### src/rtl/line_fill_unit_pkg.sv
// Shared widths, FSM encoding and address helper for the line fill unit.
// The Set array uses the same definitions so block widths always agree.
package line_fill_unit_pkg;

    localparam int ADDR_W   = 32;
    localparam int LINE_W   = 128;
    localparam int BEAT_W   = 32;
    localparam int SET_W    = 6;
    localparam int WAY_W    = 3;
    localparam int BEATS    = LINE_W / BEAT_W;
    localparam int OFFSET_W = $clog2(LINE_W / 8);
    localparam int CNT_W    = $clog2(BEATS);

    typedef enum logic [1:0] {
        IDLE  = 2'd0,
        REQ   = 2'd1,
        BEAT  = 2'd2,
        WRITE = 2'd3
    } fill_state_e;

    function automatic logic [ADDR_W-1:0] line_align(input logic [ADDR_W-1:0] addr);
        return addr & ~ADDR_W'((LINE_W / 8) - 1);
    endfunction

endpackage

### src/rtl/line_fill_unit_if.sv
// Miss, memory and Set-write signals of the line fill unit in one bundle.
// slave is the fill unit's view; master is the surrounding cache/memory.
interface line_fill_unit_if;
    import line_fill_unit_pkg::*;

    logic                miss_valid;
    logic                miss_ready;
    logic [ADDR_W-1:0]   miss_addr;
    logic [WAY_W-1:0]    miss_way;
    logic                mem_req_valid;
    logic                mem_req_ready;
    logic [ADDR_W-1:0]   mem_req_addr;
    logic                mem_rsp_valid;
    logic [BEAT_W-1:0]   mem_rsp_data;
    logic                set_en;
    logic [SET_W-1:0]    set_idx;
    logic [WAY_W-1:0]    set_way;
    logic [LINE_W:0]     set_block;
    logic                fill_done;

    modport slave (
        input  miss_valid, miss_addr, miss_way,
        input  mem_req_ready, mem_rsp_valid, mem_rsp_data,
        output miss_ready, mem_req_valid, mem_req_addr,
        output set_en, set_idx, set_way, set_block, fill_done
    );

    modport master (
        output miss_valid, miss_addr, miss_way,
        output mem_req_ready, mem_rsp_valid, mem_rsp_data,
        input  miss_ready, mem_req_valid, mem_req_addr,
        input  set_en, set_idx, set_way, set_block, fill_done
    );

endinterface

### src/rtl/line_fill_unit_line_assembler.sv
// Beat counter plus indexed line register; beat 0 lands in the low bits.
// last_beat flags the beat that completes the line.
module line_fill_unit_line_assembler
    import line_fill_unit_pkg::*;
(
    input  logic              clk,
    input  logic              rst_n,
    input  logic              clr,
    input  logic              beat_valid,
    input  logic [BEAT_W-1:0] beat_data,
    output logic [LINE_W-1:0] line,
    output logic              last_beat
);

    logic [CNT_W-1:0]  cnt;
    logic [LINE_W-1:0] line_q;

    always_ff @(posedge clk or negedge rst_n) begin
        if (!rst_n) begin
            cnt    <= '0;
            line_q <= '0;
        end else if (clr) begin
            cnt <= '0;
        end else if (beat_valid) begin
            line_q[cnt*BEAT_W +: BEAT_W] <= beat_data;
            cnt <= (cnt == CNT_W'(BEATS - 1)) ? '0 : cnt + 1'b1;
        end
    end

    assign line      = line_q;
    assign last_beat = beat_valid && (cnt == CNT_W'(BEATS - 1));

endmodule

### src/rtl/line_fill_unit.sv
// Miss-refill engine: one outstanding line read, beats assembled into a line,
// then a single-cycle {valid, line} write into the chosen set/way.
module line_fill_unit
    import line_fill_unit_pkg::*;
(
    input  logic            clk,
    input  logic            rst_n,
    line_fill_unit_if.slave bus
);

    fill_state_e       state, state_nxt;
    logic [ADDR_W-1:0] addr_q;
    logic [WAY_W-1:0]  way_q;
    logic              asm_clr;
    logic              beat_valid;
    logic              last_beat;
    logic [LINE_W-1:0] line;
    logic              miss_ready;
    logic              mem_req_valid;
    logic              set_en;

    always_ff @(posedge clk or negedge rst_n) begin
        if (!rst_n) begin
            state <= IDLE;
        end else begin
            state <= state_nxt;
        end
    end

    // Beats are only honoured while the FSM expects them; strays are dropped.
    always_comb begin
        state_nxt     = state;
        miss_ready    = 1'b0;
        mem_req_valid = 1'b0;
        set_en        = 1'b0;
        asm_clr       = 1'b0;
        beat_valid    = 1'b0;
        case (state)
            IDLE: begin
                miss_ready = 1'b1;
                if (bus.miss_valid) state_nxt = REQ;
            end
            REQ: begin
                mem_req_valid = 1'b1;
                if (bus.mem_req_ready) state_nxt = BEAT;
            end
            BEAT: begin
                beat_valid = bus.mem_rsp_valid;
                if (last_beat) state_nxt = WRITE;
            end
            WRITE: begin
                set_en    = 1'b1;
                asm_clr   = 1'b1;
                state_nxt = IDLE;
            end
            default: state_nxt = IDLE;
        endcase
    end

    always_ff @(posedge clk or negedge rst_n) begin
        if (!rst_n) begin
            addr_q <= '0;
            way_q  <= '0;
        end else if (state == IDLE && bus.miss_valid) begin
            addr_q <= line_align(bus.miss_addr);
            way_q  <= bus.miss_way;
        end
    end

    line_fill_unit_line_assembler u_asm (
        .clk        (clk),
        .rst_n      (rst_n),
        .clr        (asm_clr),
        .beat_valid (beat_valid),
        .beat_data  (bus.mem_rsp_data),
        .line       (line),
        .last_beat  (last_beat)
    );

    // The block is zero outside WRITE so the valid bit never leaks into Set.
    assign bus.miss_ready    = miss_ready;
    assign bus.mem_req_valid = mem_req_valid;
    assign bus.mem_req_addr  = addr_q;
    assign bus.set_en        = set_en;
    assign bus.fill_done     = set_en;
    assign bus.set_idx       = addr_q[OFFSET_W +: SET_W];
    assign bus.set_way       = way_q;
    assign bus.set_block     = set_en ? {1'b1, line} : '0;

endmodule

### src/flat_wrapper.sv
// flat-port wrapper written by rule: the top's interface ports become plain ports
module line_fill_unit_flat import line_fill_unit_pkg::*;
  (clk, rst_n, bus_miss_valid, bus_miss_addr, bus_miss_way, bus_mem_req_ready, bus_mem_rsp_valid, bus_mem_rsp_data, bus_miss_ready, bus_mem_req_valid, bus_mem_req_addr, bus_set_en, bus_set_idx, bus_set_way, bus_set_block, bus_fill_done);
  line_fill_unit_if bus_i ();
  input  logic clk;
  input  logic rst_n;
  input wire logic [$bits(bus_i.miss_valid)-1:0] bus_miss_valid;
  input wire logic [$bits(bus_i.miss_addr)-1:0] bus_miss_addr;
  input wire logic [$bits(bus_i.miss_way)-1:0] bus_miss_way;
  input wire logic [$bits(bus_i.mem_req_ready)-1:0] bus_mem_req_ready;
  input wire logic [$bits(bus_i.mem_rsp_valid)-1:0] bus_mem_rsp_valid;
  input wire logic [$bits(bus_i.mem_rsp_data)-1:0] bus_mem_rsp_data;
  output wire logic [$bits(bus_i.miss_ready)-1:0] bus_miss_ready;
  output wire logic [$bits(bus_i.mem_req_valid)-1:0] bus_mem_req_valid;
  output wire logic [$bits(bus_i.mem_req_addr)-1:0] bus_mem_req_addr;
  output wire logic [$bits(bus_i.set_en)-1:0] bus_set_en;
  output wire logic [$bits(bus_i.set_idx)-1:0] bus_set_idx;
  output wire logic [$bits(bus_i.set_way)-1:0] bus_set_way;
  output wire logic [$bits(bus_i.set_block)-1:0] bus_set_block;
  output wire logic [$bits(bus_i.fill_done)-1:0] bus_fill_done;
  assign bus_i.miss_valid = bus_miss_valid;
  assign bus_i.miss_addr = bus_miss_addr;
  assign bus_i.miss_way = bus_miss_way;
  assign bus_i.mem_req_ready = bus_mem_req_ready;
  assign bus_i.mem_rsp_valid = bus_mem_rsp_valid;
  assign bus_i.mem_rsp_data = bus_mem_rsp_data;
  assign bus_miss_ready = bus_i.miss_ready;
  assign bus_mem_req_valid = bus_i.mem_req_valid;
  assign bus_mem_req_addr = bus_i.mem_req_addr;
  assign bus_set_en = bus_i.set_en;
  assign bus_set_idx = bus_i.set_idx;
  assign bus_set_way = bus_i.set_way;
  assign bus_set_block = bus_i.set_block;
  assign bus_fill_done = bus_i.fill_done;
  line_fill_unit u_core (.clk(clk), .rst_n(rst_n), .bus(bus_i));
endmodule
### config.mk
export PLATFORM = sky130hd
export DESIGN_NAME = line_fill_unit_flat
export DESIGN_NICKNAME = d
export VERILOG_FILES = /design/src/rtl/line_fill_unit_pkg.sv /design/src/rtl/line_fill_unit_if.sv /design/src/rtl/line_fill_unit_line_assembler.sv /design/src/rtl/line_fill_unit.sv /design/src/flat_wrapper.sv
export SDC_FILE = /design/constraint.sdc
export NUM_CORES = 1
export LEC_CHECK = 0
export BUFFER_PORTS_ARGS = -buffer_cell sky130_fd_sc_hd__buf_2
export CAP_MARGIN = 10
export CORE_MARGIN = 3
export CORE_UTILIZATION = 50
export CTS_CLUSTER_SIZE = 12
export DETAILED_ROUTE_END_ITERATION = 8
export GPL_ROUTABILITY_DRIVEN = 1
export MAX_ROUTING_LAYER = met4
export PLACE_DENSITY = 0.9
export SLEW_MARGIN = 20
export SYNTH_ARGS = -nofsm -noshare
export SYNTH_HDL_FRONTEND = slang
export SYNTH_SLANG_ARGS = --single-unit
### constraint.sdc
create_clock -name clk -period 2.29 [get_ports clk]
set_input_delay 0.458 -clock clk [delete_from_list [all_inputs] [get_ports clk]]
set_output_delay 0.458 -clock clk [all_outputs]
set_load 0.005 [all_outputs]
---- Word level (Yosys, flattened, before mapping) ----
Cells that the tools add are included.
storage, ports and cells
  output and inout port bits .............. 174
  flip-flop bits (word level) ............. 163
  logic and storage cells ................. 36
  memories ................................ 0
  memory bits (writable) .................. 0
  bits in latches ......................... 0
  memory bits (read-only) ................. 0
operators by class
  bitwise operators ....................... 1
  add/subtract/negate cells ............... 2
  magnitude comparators ................... 0
  divide/modulo/power cells ............... 0
  muxes and demuxes ....................... 13
  multipliers ............................. 0
  reduce and logical (&&, ||, !) cells .... 6
  shift operators ......................... 2
  equal/unequal tests ..................... 7
operators with widths
  operator                                                                    number
  129-bit two-way mux                                                         1
  128-bit bitwise mux                                                         1
  32-bit by 34-bit variable shift with 128-bit output (first input constant)  1
  32-bit by 34-bit variable part select with 128-bit output                   1
  7-bit negator with 34-bit output                                            1
  2-bit two-way mux                                                           6
  2-bit one-hot mux with 4 select lines                                       1
  2-bit == test (second input constant)                                       3
  1-bit two-way mux                                                           4
  2-bit != test (second input constant)                                       2
  3-bit AND reduction                                                         1
  2-bit by 1-bit adder with 2-bit output (second input constant)              1
  2-bit by 1-bit == test with 1-bit output (second input constant)            1
  1-bit logical AND                                                           2
  2-bit zero test                                                             1
  2-bit by 1-bit != test with 1-bit output (second input constant)            1
  2-bit AND reduction                                                         1
  2-bit nonzero test                                                          1
  1-bit NOT                                                                   1

---- Depth between registers and ports, before layout ----
Gate-level depths: netlist of run 1.
  word-level depth ........................ 5
  gate-level depth with buffers ........... 8
  mapped depth without buffers ............ 5

---- Cells and area by module ----
Synthesis of run 1 repeated with hierarchy kept, for this count alone.
second synthesis, totals
  cells, all modules ...................... 774
  area, all modules ....................... 8,662.1 µm²
by module, submodules not included
  module                         area an instance (µm²)  times used  cells each
  line_fill_unit_line_assembler  6,398.6                 1           536
  line_fill_unit                 2,263.4                 1           238

---- Worst setup path after synthesis of run 1 ----
OpenSTA, ideal clock, no wires.
  path type ............................... reg-to-reg
  start point ............................. register u_core.u_asm.cnt[0]
  end point ............................... register u_core.u_asm.line_q[105], in the netlist u_core.u_asm.line[105]
  stages on the path, launching flop included .. 7
  data required time ...................... 2,225 ps
  library setup time ...................... 65 ps
  path buffers ............................ 1
  arrival time ............................ 1,918 ps
  setup slack ............................. 307 ps
  path through ............................ dfrtp_1 -> inv_1 -> ha_1 -> or3b_4 -> nor2_8 -> buf_6 -> a22o_1
between the ends
  cells in the longest elaborated chain, start to end .. 3
  elaborated cells on any way between the ends .. 4
  those cells by class .................... 1 x add/sub; 2 x shift; 1 x mux
ends and longest elaborated chain
  item                                                                                                                              line                                 text
  start: declaration                                                                                                                line_fill_unit_line_assembler.sv:15  logic [CNT_W-1:0] cnt;
  start signal: assignment                                                                                                          line_fill_unit_line_assembler.sv:26  cnt <= (cnt == CNT_W'(BEATS - 1)) ? '0 : cnt + 1'b1;
  7-bit negator with 34-bit output *                                                                                                line_fill_unit_line_assembler.sv:25  line_q[cnt*BEAT_W +: BEAT_W] <= beat_data;
  32-bit by 34-bit variable part select with 128-bit output or 32-bit by 34-bit variable shift with 128-bit output (tied branches)  line_fill_unit_line_assembler.sv:25
  128-bit bitwise mux *                                                                                                             line_fill_unit_line_assembler.sv:25
  end signal: indexed assignment                                                                                                    line_fill_unit_line_assembler.sv:25
  end: declaration                                                                                                                  line_fill_unit_line_assembler.sv:16  logic [LINE_W-1:0] line_q;
Mark *: on every way between the ends. The rest lies on a longest branch, timed or not.
A chain may end at the register's enable or synchronous reset.

---- Final worst setup path of run 1 ----
  start point ............................. register u_core.state[1]
  end point ............................... output bus_set_block[40]
between the ends
  cells in the longest elaborated chain, start to end .. 3
ends and longest elaborated chain
  item                      line                  text
  start: declaration        line_fill_unit.sv:11  fill_state_e state, state_nxt;
  start signal: assignment  line_fill_unit.sv:26  state <= state_nxt;
  2-bit == test             line_fill_unit.sv:38  case (state)
  1-bit two-way mux         line_fill_unit.sv:38
  129-bit two-way mux       line_fill_unit.sv:88  assign bus.set_block = set_en ? {1'b1, line} : '0;
  end: declaration          flat_wrapper.sv:19    output wire logic [$bits(bus_i.set_block)-1:0] bus_set_block;
No other way between the ends.

==> results of run 1 <==
## per-stage QoR
step | hold WS, ns | power (W)
after floorplan | 0.162 | 0.00552
after global placement | 0.449 | 0.00646
after detailed placement | 0.449 | 0.00659
after CTS | 0.00616 | 0.00941
after global routing | 0.0174 | 0.00986
final | -0.00622 | 0.00935
## critical path, cell delays in order (launching register included)
cell and delay (ns):
dfrtp_1 0.43, ha_4 0.29, buf_12 0.24, and2_1 0.18
buf_2 0.12
## cells by family (layout without fill, tap and decap cells)
logic type / count (synthesis) / after routing / share of synthesized area, %
simple gates: 148 / 148 / 14.4
buf+inv: 60 / 298 / 4.63
other cells: 1 / 4 / 0.0532
fa+ha+maj: 9 / 9 / 1.60
mux: 33 / 33 / 5.25
flops: 163 / 163 / 57.8
compound gates: 131 / 131 / 16.2
## synthesized netlist by cell type (2+ instances only)
| master | count | share of area (%) |
|---|---|---|
| mux2_2 | 32 | 5.1 |
| inv_1 | 6 | 0.32 |
| clkbuf_1 | 28 | 1.5 |
| nand2_1 | 4 | 0.21 |
| nor4_4 | 2 | 0.60 |
| nor2_1 | 2 | 0.11 |
| dfrtp_1 | 163 | 58 |
| nand4b_2 | 4 | 0.85 |
| and2_1 | 128 | 11 |
| buf_6 | 4 | 0.64 |
| buf_4 | 18 | 1.9 |
| buf_2 | 3 | 0.21 |
| a22o_1 | 127 | 16 |
| ha_1 | 9 | 1.6 |
## registers in the layout, indices dropped and copies added, names as in the netlist
name,count
u_core.bus.mem_req_addr,28
u_core.bus.set_way,3
u_core.state,2
u_core.u_asm.cnt,2
u_core.u_asm.line,128
## power groups by stage
| stage | Combinational, W | Sequential [W] | Clock (W) |
|---|---|---|---|
| 2_1_floorplan | 0.00157 | 0.00395 | 0 |
| 3_3_place_gp | 0.00249 | 0.00397 | 0 |
| 3_5_place_dp | 0.00258 | 0.00400 | 0 |
| 4_1_cts | 0.00260 | 0.00397 | 0.00284 |
| 5_1_grt | 0.00283 | 0.00406 | 0.00297 |
| 6_report | 0.00258 | 0.00397 | 0.00279 |
## per-layer routing
metal	routed length [um]	GRT usage [%]	vias up
li1	-	-	2392
met1	7920	31.7	2676
met3	1380	6.30	11
met5	0	-	-
met4	154	4.96	0
met2	9180	40.6	245
## repair_timing
item                                    4_1_cts  5_1_grt
endpoints found under the setup margin       50      108
endpoints found under the hold margin         0        0
resized for setup                             2        1
pin swaps                                     0        1
setup buffers                                 0        1
## final timing paths
path,start,end,slack [ns],cells past startpoint
worst max-delay path,u_core.state[1],bus_set_block[40],0.13,4
worst min-delay path,rst_n,u_core.u_asm.line[73],-0.006,1
worst max register to register,u_core.state[0],u_core.u_asm.line[121],0.22,6
worst min register to register,u_core.u_asm.line[83],u_core.u_asm.line[83],0.50,1
max in group asynchronous,rst_n,u_core.bus.mem_req_addr[21],1.65,2
min in group clk,bus_miss_addr[5],u_core.bus.mem_req_addr[5],0.28,2
## layout make-up
| type | instances | area, um^2 |
|---|---|---|
| tap | 176 | 220 |
| sequential | 163 | 4080 |
| clock inverter | 13 | 148 |
| clock buffer | 18 | 429 |
| inverter | 6 | 22.5 |
| timing repair buffer | 261 | 1490 |
| fill | 1000 | 4450 |
| multi-input combinational | 325 | 2670 |
==> impl_results.md, run 1 <==
* Number of global-route vias before repair at 5,552
* Final nets at approximately 860
* Violations in the final reports: hold timing
* VDD IR-drop max at just under 500 uV
* Sequential cell area fraction in the yosys report at 57.8%
* Type of the most critical hold path: primary input to async pin
* DRT antenna net count at 0
* Synth warnings at 0
* Number of placement rows at 42
* Port Buffer Count at 237
* Per-instance average area after synthesis at 12.9 um^2
* Ant diodes at 0
* Aggregate routed wire length at about 19,000 um
* Global-route wire length before repair at 30,100 um
* Most frequent cells in the layout: buf_2 (236), dfrtp_1 (163), and2_1 (128)
* Final number of hold-violating endpoints at 9
* Fraction of final layout cells sized beyond drive strength 1 at 42.5%
* Top_reg_cell synth: dfrtp_1
* Total net switching power at 0.00282 W
* Clock share of power at roughly 30%
* Clock tree from TritonCTS: done
* Final total negative setup slack at 0 ns
* # IOs at between 200 and 250
* Buffer type at the clock tree root: clkbuf_16
* Finished Cell Area at 0.00905 mm^2
* Number of remaining DRC errors at 0
* Fraction of synthesis flops using an asynchronous set or reset pin at between 90% and 100%
* Switching share of power at 30.1%
* Netlist area before placement at about 0.0071 mm^2
* Number of CTS-inserted buffers at 17
* Number of flops mapped to enable cells by yosys at 0
* Routability Congestion at about 0.8
* Minimum clock period after layout at roughly 2.2 ns
* Detail-routed net length per standard cell at 19.4 um
* Via Count at 5,324
* Number of antenna violations at the first check in global routing at 0
* Placed wire-length estimate after detailed placement at roughly 13,000 um
* Power Density at 1030 mW/mm^2
* Number of placed instances with taps included at 930
* Endpoints failing setup at 0
* Data required time at the worst endpoint at approximately 1.8 ns
* RSZ-0062 raised after global routing: no
* Total of hold buffers inserted after clock tree synthesis at 0
* Initial standard-cell utilization of the core at a little over half
* Clock-pin slew on the worst setup and hold paths at 0.07 ns
* Cell variety after synth at 29
* Setup Slack @ Placement at approximately 0.33 ns
* GRT overflow at 0
* Synth-to-layout area growth at 28.4%
* Detailed-router iteration count before antenna repair at 6
* Final Slew Violations at 0
* Number of standard cells in the final layout excluding fillers at 962
* Largest fanout on the critical path at 60
* Area of the die at 0.0156 mm^2
* Kind of start point of the critical path: flop
* Standard cell area after detailed placement at roughly 0.0085 mm^2
* Portion of total power attributed to sequential cells at between 40% and 50%
* CTS max path bufs at 2
* Worst hold slack at -0.00622 ns
* Insertion delay of the later-clocked pin in the worst-skew pair at 0.41 ns
* Horizontal die dimension at about 120 um
* Achievable Freq at 462 MHz
* Global-route usage over all layers at 24.8%
* DRC marker count from the first detailed-route iteration at 375
* WP data arrival at around 1.7 ns
* Largest net degree at the start of global routing at 61
* Period utilisation layout at 94.4%
* Worst-Margin Slew at 0.606 ns
* Cell-internal power at 0.00653 W
* Die outline height at 125 um
* Static Leakage at 4.94 nW
* Syn Inst Count at 545
* Setup ws final at ~0.13 ns
* Floorplan core area at between 0.01 and 0.015 mm^2
* H-tree level count at 4
* Skew final at ~0.011 ns
* Via/cell ratio at roughly 5.5
* Most frequent standard cell in the layout excluding fill and tap cells: buf_2
* Type of the worst setup path: flop to output pin
* Final Core Density at approximately two thirds
* Sink Count at 163
* Normalized max-slew margin at 59.3%
* CP endpoint kind: output pin
* Synthesis-stage register bit count at between 150 and 200
* Result of the run: finished with violations
* Part of the power in combinational logic at about 28%
* Max-Cap Viols at 0
Note: power is estimated with default switching activity, not from simulation.
==> run 2, diff against run 1 <==
--- a/config.mk
+++ b/config.mk
@@ -8,12 +8,12 @@
 export BUFFER_PORTS_ARGS = -buffer_cell sky130_fd_sc_hd__buf_2
 export CAP_MARGIN = 10
 export CORE_MARGIN = 3
-export CORE_UTILIZATION = 50
+export CORE_UTILIZATION = 44
 export CTS_CLUSTER_SIZE = 12
 export DETAILED_ROUTE_END_ITERATION = 8
 export GPL_ROUTABILITY_DRIVEN = 1
 export MAX_ROUTING_LAYER = met4
-export PLACE_DENSITY = 0.9
+export PLACE_DENSITY = 0.82
 export SLEW_MARGIN = 20
 export SYNTH_ARGS = -nofsm -noshare
 export SYNTH_HDL_FRONTEND = slang
==> impl_results.md, run 2 (synthesis results as in run 1) <==
* Result of the run: finished, final reports clean
* VDD IR-drop max at 558 uV
* Final nets at between 800 and 900
* H-tree level count at 4
* Total of hold buffers inserted after clock tree synthesis at 0
* Clock-pin slew on the worst setup and hold paths at 0.06 ns
* Number of placement rows at between 40 and 50
* Final Slew Violations at 0
* R2R depth at 5
* GRT overflow at 0
* Initial standard-cell utilization of the core at 45.7%
* Worst-Margin Slew at 0.569 ns
* DRT antenna net count at 0
* Endpoints failing setup at 0
* Horizontal die dimension at 133 um
* Part of the power in combinational logic at 27.2%
* Normalized max-slew margin at 62.0%
* Final total negative setup slack at 0 ns
* Setup Slack @ Placement at 0.336 ns
* Floorplan core area at 0.0154 mm^2
* Area taken by flip-flops and latches at slightly above 0.004 mm^2
* Detailed-router iteration count before antenna repair at 4
* Static Leakage at 4.91 nW
* Insertion delay of the later-clocked pin in the worst-skew pair at about 0.42 ns
* Minimum clock period after layout at 2.16 ns
* Sink Count at 163
* Type of the most critical hold path: primary input to async pin
* Skew final at 0.00772 ns
* Final number of hold-violating endpoints at 0
* Number of antenna violations at the first check in global routing at 1
* Aggregate routed wire length at 18,400 um
* Area of the multi-input gates at around 0.0027 mm^2
* Setup bufs post-CTS at 0
* Largest fanout on the critical path at 54
* Port Buffer Count at 237
* Switching share of power at 29.7%
* Via Count at 5,289
* DRC marker count from the first detailed-route iteration at 232
* Detail-routed net length per standard cell at 18.5 um
* CTS max path bufs at 2
* Via/cell ratio at 5.32
* Buffer type at the clock tree root: clkbuf_16
* Max-Cap Viols at 0
* Number of flip-flops under the largest register name at about 130
* Achievable Freq at 463 MHz
* Portion of total power attributed to sequential cells at 42.6%
* Number of CTS-inserted buffers at 17
* Placed wire-length estimate after detailed placement at 12,600 um
* Global-route wire length before repair at 29,400 um
* Clock share of power at 30.2%
* Period utilisation layout at 94.3%
* Number of global-route vias before repair at between 5k and 6k
* Most frequent cells in the layout: buf_2 (236), dfrtp_1 (163), and2_1 (128)
* Area of the die at 0.0176 mm^2
* Type of the worst setup path: flop to output pin
* CP endpoint kind: output pin
* Largest net degree at the start of global routing at 77
* Number of placed instances with taps included at around 960
* # IOs at around 250
* Clock tree from TritonCTS: done
* Total net switching power at roughly 0.0028 W
* WP data arrival at between 1.5 and 2 ns
* Number of standard cells in the final layout excluding fillers at about 1,000
* Kind of start point of the critical path: flop
* Number of remaining DRC errors at 0
* Data required time at the worst endpoint at around 1.8 ns
* RSZ-0062 raised after global routing: no
* Setup ws final at about 0.13 ns
* Cell-internal power at 0.00654 W
* Die outline height at 133 um
* Power Density at 1030 mW/mm^2
* Global-route usage over all layers at 21.7%
* Filler instances at ~1.3k
* Routability Congestion at around 0.77
* Fraction of final layout cells sized beyond drive strength 1 at 42.4%
* Synth-to-layout area growth at 27.9%
* Most frequent standard cell in the layout excluding fill and tap cells: buf_2
run 2: path summary, 6_finish.rpt:
kind,slack [ns],start,end
worst min-delay path,0.02,rst_n,u_core.u_asm.line[94]
min in group clk,0.27,bus_miss_addr[15],u_core.bus.mem_req_addr[15]
max in group asynchronous,1.54,rst_n,u_core.u_asm.line[75]
worst min register to register,0.49,u_core.u_asm.line[51],u_core.u_asm.line[51]
worst max-delay path,0.13,u_core.state[0],bus_set_block[19]
worst max register to register,0.31,u_core.u_asm.cnt[0],u_core.u_asm.line[103]
run 2: routing by layer:
metal  part of all wire, %  vias to the layer above  GRT usage [%]  wire (um)
li1                      -                     2377              -          -
met3                   5.5                       37           4.30       1010
met5                     0                        -              -          0
met2                    49                      207           34.7       9060
met4                   3.1                        0           9.53        565
met1                    42                     2668           26.9       7750
run 2: worst max-delay path, cell delays in order, from the launching register on:
cell,delay [ns]
dfrtp_1,0.43
ha_4,0.23
buf_6,0.28
and2_1,0.20
buf_2,0.12
run 2: metrics by stage:
stage | area [um^2] | hold WS, ns | total power (W) | utilization (%)
floorplan | 7060 | 0.162 | 0.00552 | -
global placement | 8430 | 0.467 | 0.00643 | 54.7
detailed placement | 8430 | 0.475 | 0.00654 | 54.7
CTS | 9010 | 0.0232 | 0.00936 | 58.4
global route | 9020 | 0.0364 | 0.00977 | 58.5
finish | 9020 | 0.0151 | 0.00930 | 58.5
run 2: area by class of cell:
class	count	area share, %
clock inverters	11	1.43
multi-input cells	325	29.6
flip-flops and latches	163	45.2
clock buffers	19	5.02
repair buffers	259	15.5
well taps	211	2.93
inverters	6	0.250
diodes	1	0.0277
run 2: repair_timing:
item	CTS	global route
endpoints found under the setup margin	0	51
hold endpoints to repair	0	0
resized for setup	0	1
run 2: power groups by stage:
stage / Clock [W] / Sequential (W) / Combinational (W)
2_1_floorplan: 0 / 0.00395 / 0.00157
3_3_place_gp: 0 / 0.00396 / 0.00247
3_5_place_dp: 0 / 0.00399 / 0.00256
4_1_cts: 0.00285 / 0.00395 / 0.00256
5_1_grt: 0.00297 / 0.00404 / 0.00276
6_report: 0.00281 / 0.00396 / 0.00253
==> run 3, diff against run 2 <==
--- a/config.mk
+++ b/config.mk
@@ -5,6 +5,7 @@
 export SDC_FILE = /design/constraint.sdc
 export NUM_CORES = 1
 export LEC_CHECK = 0
+export ABC_AREA = 1
 export BUFFER_PORTS_ARGS = -buffer_cell sky130_fd_sc_hd__buf_2
 export CAP_MARGIN = 10
 export CORE_MARGIN = 3
@@ -13,7 +14,7 @@
 export DETAILED_ROUTE_END_ITERATION = 8
 export GPL_ROUTABILITY_DRIVEN = 1
 export MAX_ROUTING_LAYER = met4
-export PLACE_DENSITY = 0.82
+export PLACE_DENSITY = 0.8
 export SLEW_MARGIN = 20
 export SYNTH_ARGS = -nofsm -noshare
 export SYNTH_HDL_FRONTEND = slang
==> impl_results.md, run 3 <==
* Netlist area before placement at 0.00842 mm^2
* Data required time at the worst endpoint at between 1.5 and 2 ns
* Number of flops mapped to enable cells by yosys at 0
* Placed wire-length estimate after detailed placement at between 15,000 and 20,000 um
* RSZ-0062 raised after global routing: no
* Die outline height at around 140 um
* Number of standard cells in the final layout excluding fillers at 1,641
* Number of placement rows at between 40 and 50
* Count leader, synth: nand2_1
* Cell types with the highest counts after synthesis: nand2_1 (551), inv_1 (173), dfrtp_1 (163), nor2_1 (95), nand3_1 (70)
* Number of antenna violations at the first check in global routing at 1
* Horizontal die dimension at 144 um
* Kind of start point of the critical path: flop
* Number of placed instances with taps included at 1,606
* Insertion delay of the later-clocked pin in the worst-skew pair at roughly 0.42 ns
* Setup ws final at 0.0961 ns
* Most frequent standard cell in the layout excluding fill and tap cells: nand2_1
* Endpoints failing setup at 0
* Final nets at roughly 1.5k
* Number of remaining DRC errors at 0
* Most area-consuming cells after synthesis: dfrtp_1 (48%), nand2_1 (25%), inv_1 (7.7%)
* Power Density at between 1000 and 1500 mW/mm^2
* WP data arrival at 1.74 ns
* Buffer type at the clock tree root: clkbuf_16
* R2R depth at 7
* GRT overflow at 0
* Final Slew Violations at 0
* CP endpoint kind: output pin
* Detailed-router iteration count before antenna repair at 5
* Most frequent cells in the layout: nand2_1 (551), buf_2 (236), inv_1 (173)
* Achievable Freq at 456 MHz
* Largest fanout on the critical path at 48
* VDD IR-drop max at 585 uV
* Cell-internal power at 0.00666 W
* Final number of hold-violating endpoints at 0
* Normalized max-slew margin at between 50% and 60%
* Minimum clock period after layout at roughly 2.2 ns
* Routability Congestion at 0.882
* Max-Cap Viols at 0
* Number of global-route vias before repair at about 7.4k
* Port Buffer Count at about 240
* Number of flip-flops under the largest register name at 128
* Type of the most critical hold path: primary input to flop
* Period utilisation layout at 95.8%
* Global-route wire length before repair at 36,800 um
* Skew final at 0.00999 ns
* Global-route usage over all layers at 22.9%
* Area of the die at 0.0208 mm^2
* Synth warnings at 0
* Portion of total power attributed to sequential cells at a little over a third
* Sequential cell area fraction in the yosys report at between 40% and 50%
* Via/cell ratio at between 4 and 5
* DRC marker count from the first detailed-route iteration at between 500 and 600
* Number of instances on the worst hold path at 3
* Clock share of power at 30.4%
* Setup Slack @ Placement at 0.247 ns
* Standard cell area after detailed placement at 0.00970 mm^2
* Cell taking the most area after synthesis: dfrtp_1
* Reg2Reg Setup Slack at 0.25 ns
* Worst Hold Launch: bus_miss_addr[24]
* Part of the power in combinational logic at 33.3%
* Detail-routed net length per standard cell at between 10 and 15 um
* Cell variety after synth at 23
* Synthesis-stage register bit count at ~160
* Area share of the leading cell type in the synthesized netlist at 48.4%
* H-tree level count at 4
* CTS max path bufs at 2
* Aggregate routed wire length at 23,100 um
* Per-instance average area after synthesis at 7.07 um^2
* Type of the worst setup path: flop to output pin
* Worst min-delay path endpoint: u_core.bus.mem_req_addr[24]
* Static Leakage at a little under 7 nW
* DRT antenna net count at 0
* # IOs at 246
* Result of the run: finished, final reports clean
* Finished Cell Area at 0.0104 mm^2
* Floorplan core area at 0.0184 mm^2
* Initial standard-cell utilization of the core at 45.8%
* Worst-Margin Slew at about 0.72 ns
* Fraction of synthesis flops using an asynchronous set or reset pin at 100%
* Sink Count at 163
* Largest net degree at the start of global routing at 80
* Number of CTS-inserted buffers at 17
* Fraction of final layout cells sized beyond drive strength 1 at 22.0%
* Top_reg_cell synth: dfrtp_1
* Final total negative setup slack at 0 ns
* R2r endpoint: u_core.u_asm.line[2]
* Switching share of power at 37.3%
* Clock tree from TritonCTS: done
* Reg2reg start: u_core.state[0]
* Total net switching power at between 0.003 and 0.004 W
* Clock-pin slew on the worst setup and hold paths at 0.07 ns
* Syn Inst Count at 1,192
* Synth-to-layout area growth at 23.4%
* Via Count at a little under 8k
[run 3: cell type report]
class / count / area [um^2]
Sequential cell: 163 / 4080
Fill cell: 1683 / 8000
Timing Repair Buffer: 264 / 1480
Multi-Input combinational cell: 778 / 3230
Clock inverter: 15 / 241
Tap cell: 229 / 287
Antenna cell: 1 / 2.50
Clock buffer: 17 / 425
Inverter: 174 / 653
[run 3: routing by layer]
| metal | track usage (%) | up-vias | wire length (um) |
|---|---|---|---|
| met2 | 36.2 | 316 | 10900 |
| met3 | 4.89 | 35 | 1750 |
| li1 | - | 3885 | - |
| met4 | 8.00 | 0 | 541 |
| met1 | 29.5 | 3549 | 9880 |
| met5 | - | - | 0 |
[run 3: metrics by stage]
step	hold WS, ns	power [W]	util, %
6_report	0.260	0.0106	56.5
5_1_grt	0.256	0.0113	56.5
4_1_cts	0.245	0.0107	56.5
3_5_place_dp	0.375	0.00741	52.7
3_3_place_gp	0.375	0.00730	52.7
2_1_floorplan	0.162	0.00615	-
[run 3: logic make-up (layout without fill, tap and decap cells)]
kind of cell | count (synthesis) | count (layout) | share of synthesized area (%)
simple gates | 731 | 731 | 34.6
buf+inv | 254 | 470 | 13.6
flops | 163 | 163 | 48.4
compound gates | 34 | 34 | 2.04
fa+ha+maj | 9 | 9 | 1.34
other cells | 1 | 5 | 0.0445
[run 3: how the worst max path moves through the flow]
stage | from | to | slack (ns) | cells after the start
after floorplan | u_core.state[0] | bus_set_block[100] | 0.57 | 5
after global placement | u_core.state[0] | u_core.u_asm.line[120] | 0.32 | 7
after detailed placement | u_core.state[0] | u_core.u_asm.line[102] | 0.25 | 7
after CTS | u_core.state[1] | bus_set_block[67] | 0.05 | 5
after global routing | u_core.state[0] | bus_set_block[63] | 0.00005 | 5
final | u_core.state[0] | bus_set_block[63] | 0.1 | 5
[run 3: repair_timing]
item,4_1_cts,5_1_grt
gates resized for setup,0,2
cloned,0,0
endpoints found under the hold margin,33,0
setup buffers,1,0
hold buffers,1,0
pin swaps,1,0
setup endpoints to repair,46,18
[run 3: critical path: stages, from the launching register on]
cell and delay (ns):
dfrtp_1 0.43, ha_4 0.31, buf_12 0.25, nand2_1 0.12, inv_1 0.07, buf_2 0.10
[run 3: power groups by stage]
stage               clock, W  sequential (W)  combinational (W)
global placement           0         0.00387            0.00343
floorplan                  0         0.00384            0.00231
CTS                  0.00327         0.00385            0.00356
detailed placement         0         0.00387            0.00354
global route         0.00340         0.00392            0.00399
finish               0.00323         0.00385            0.00354
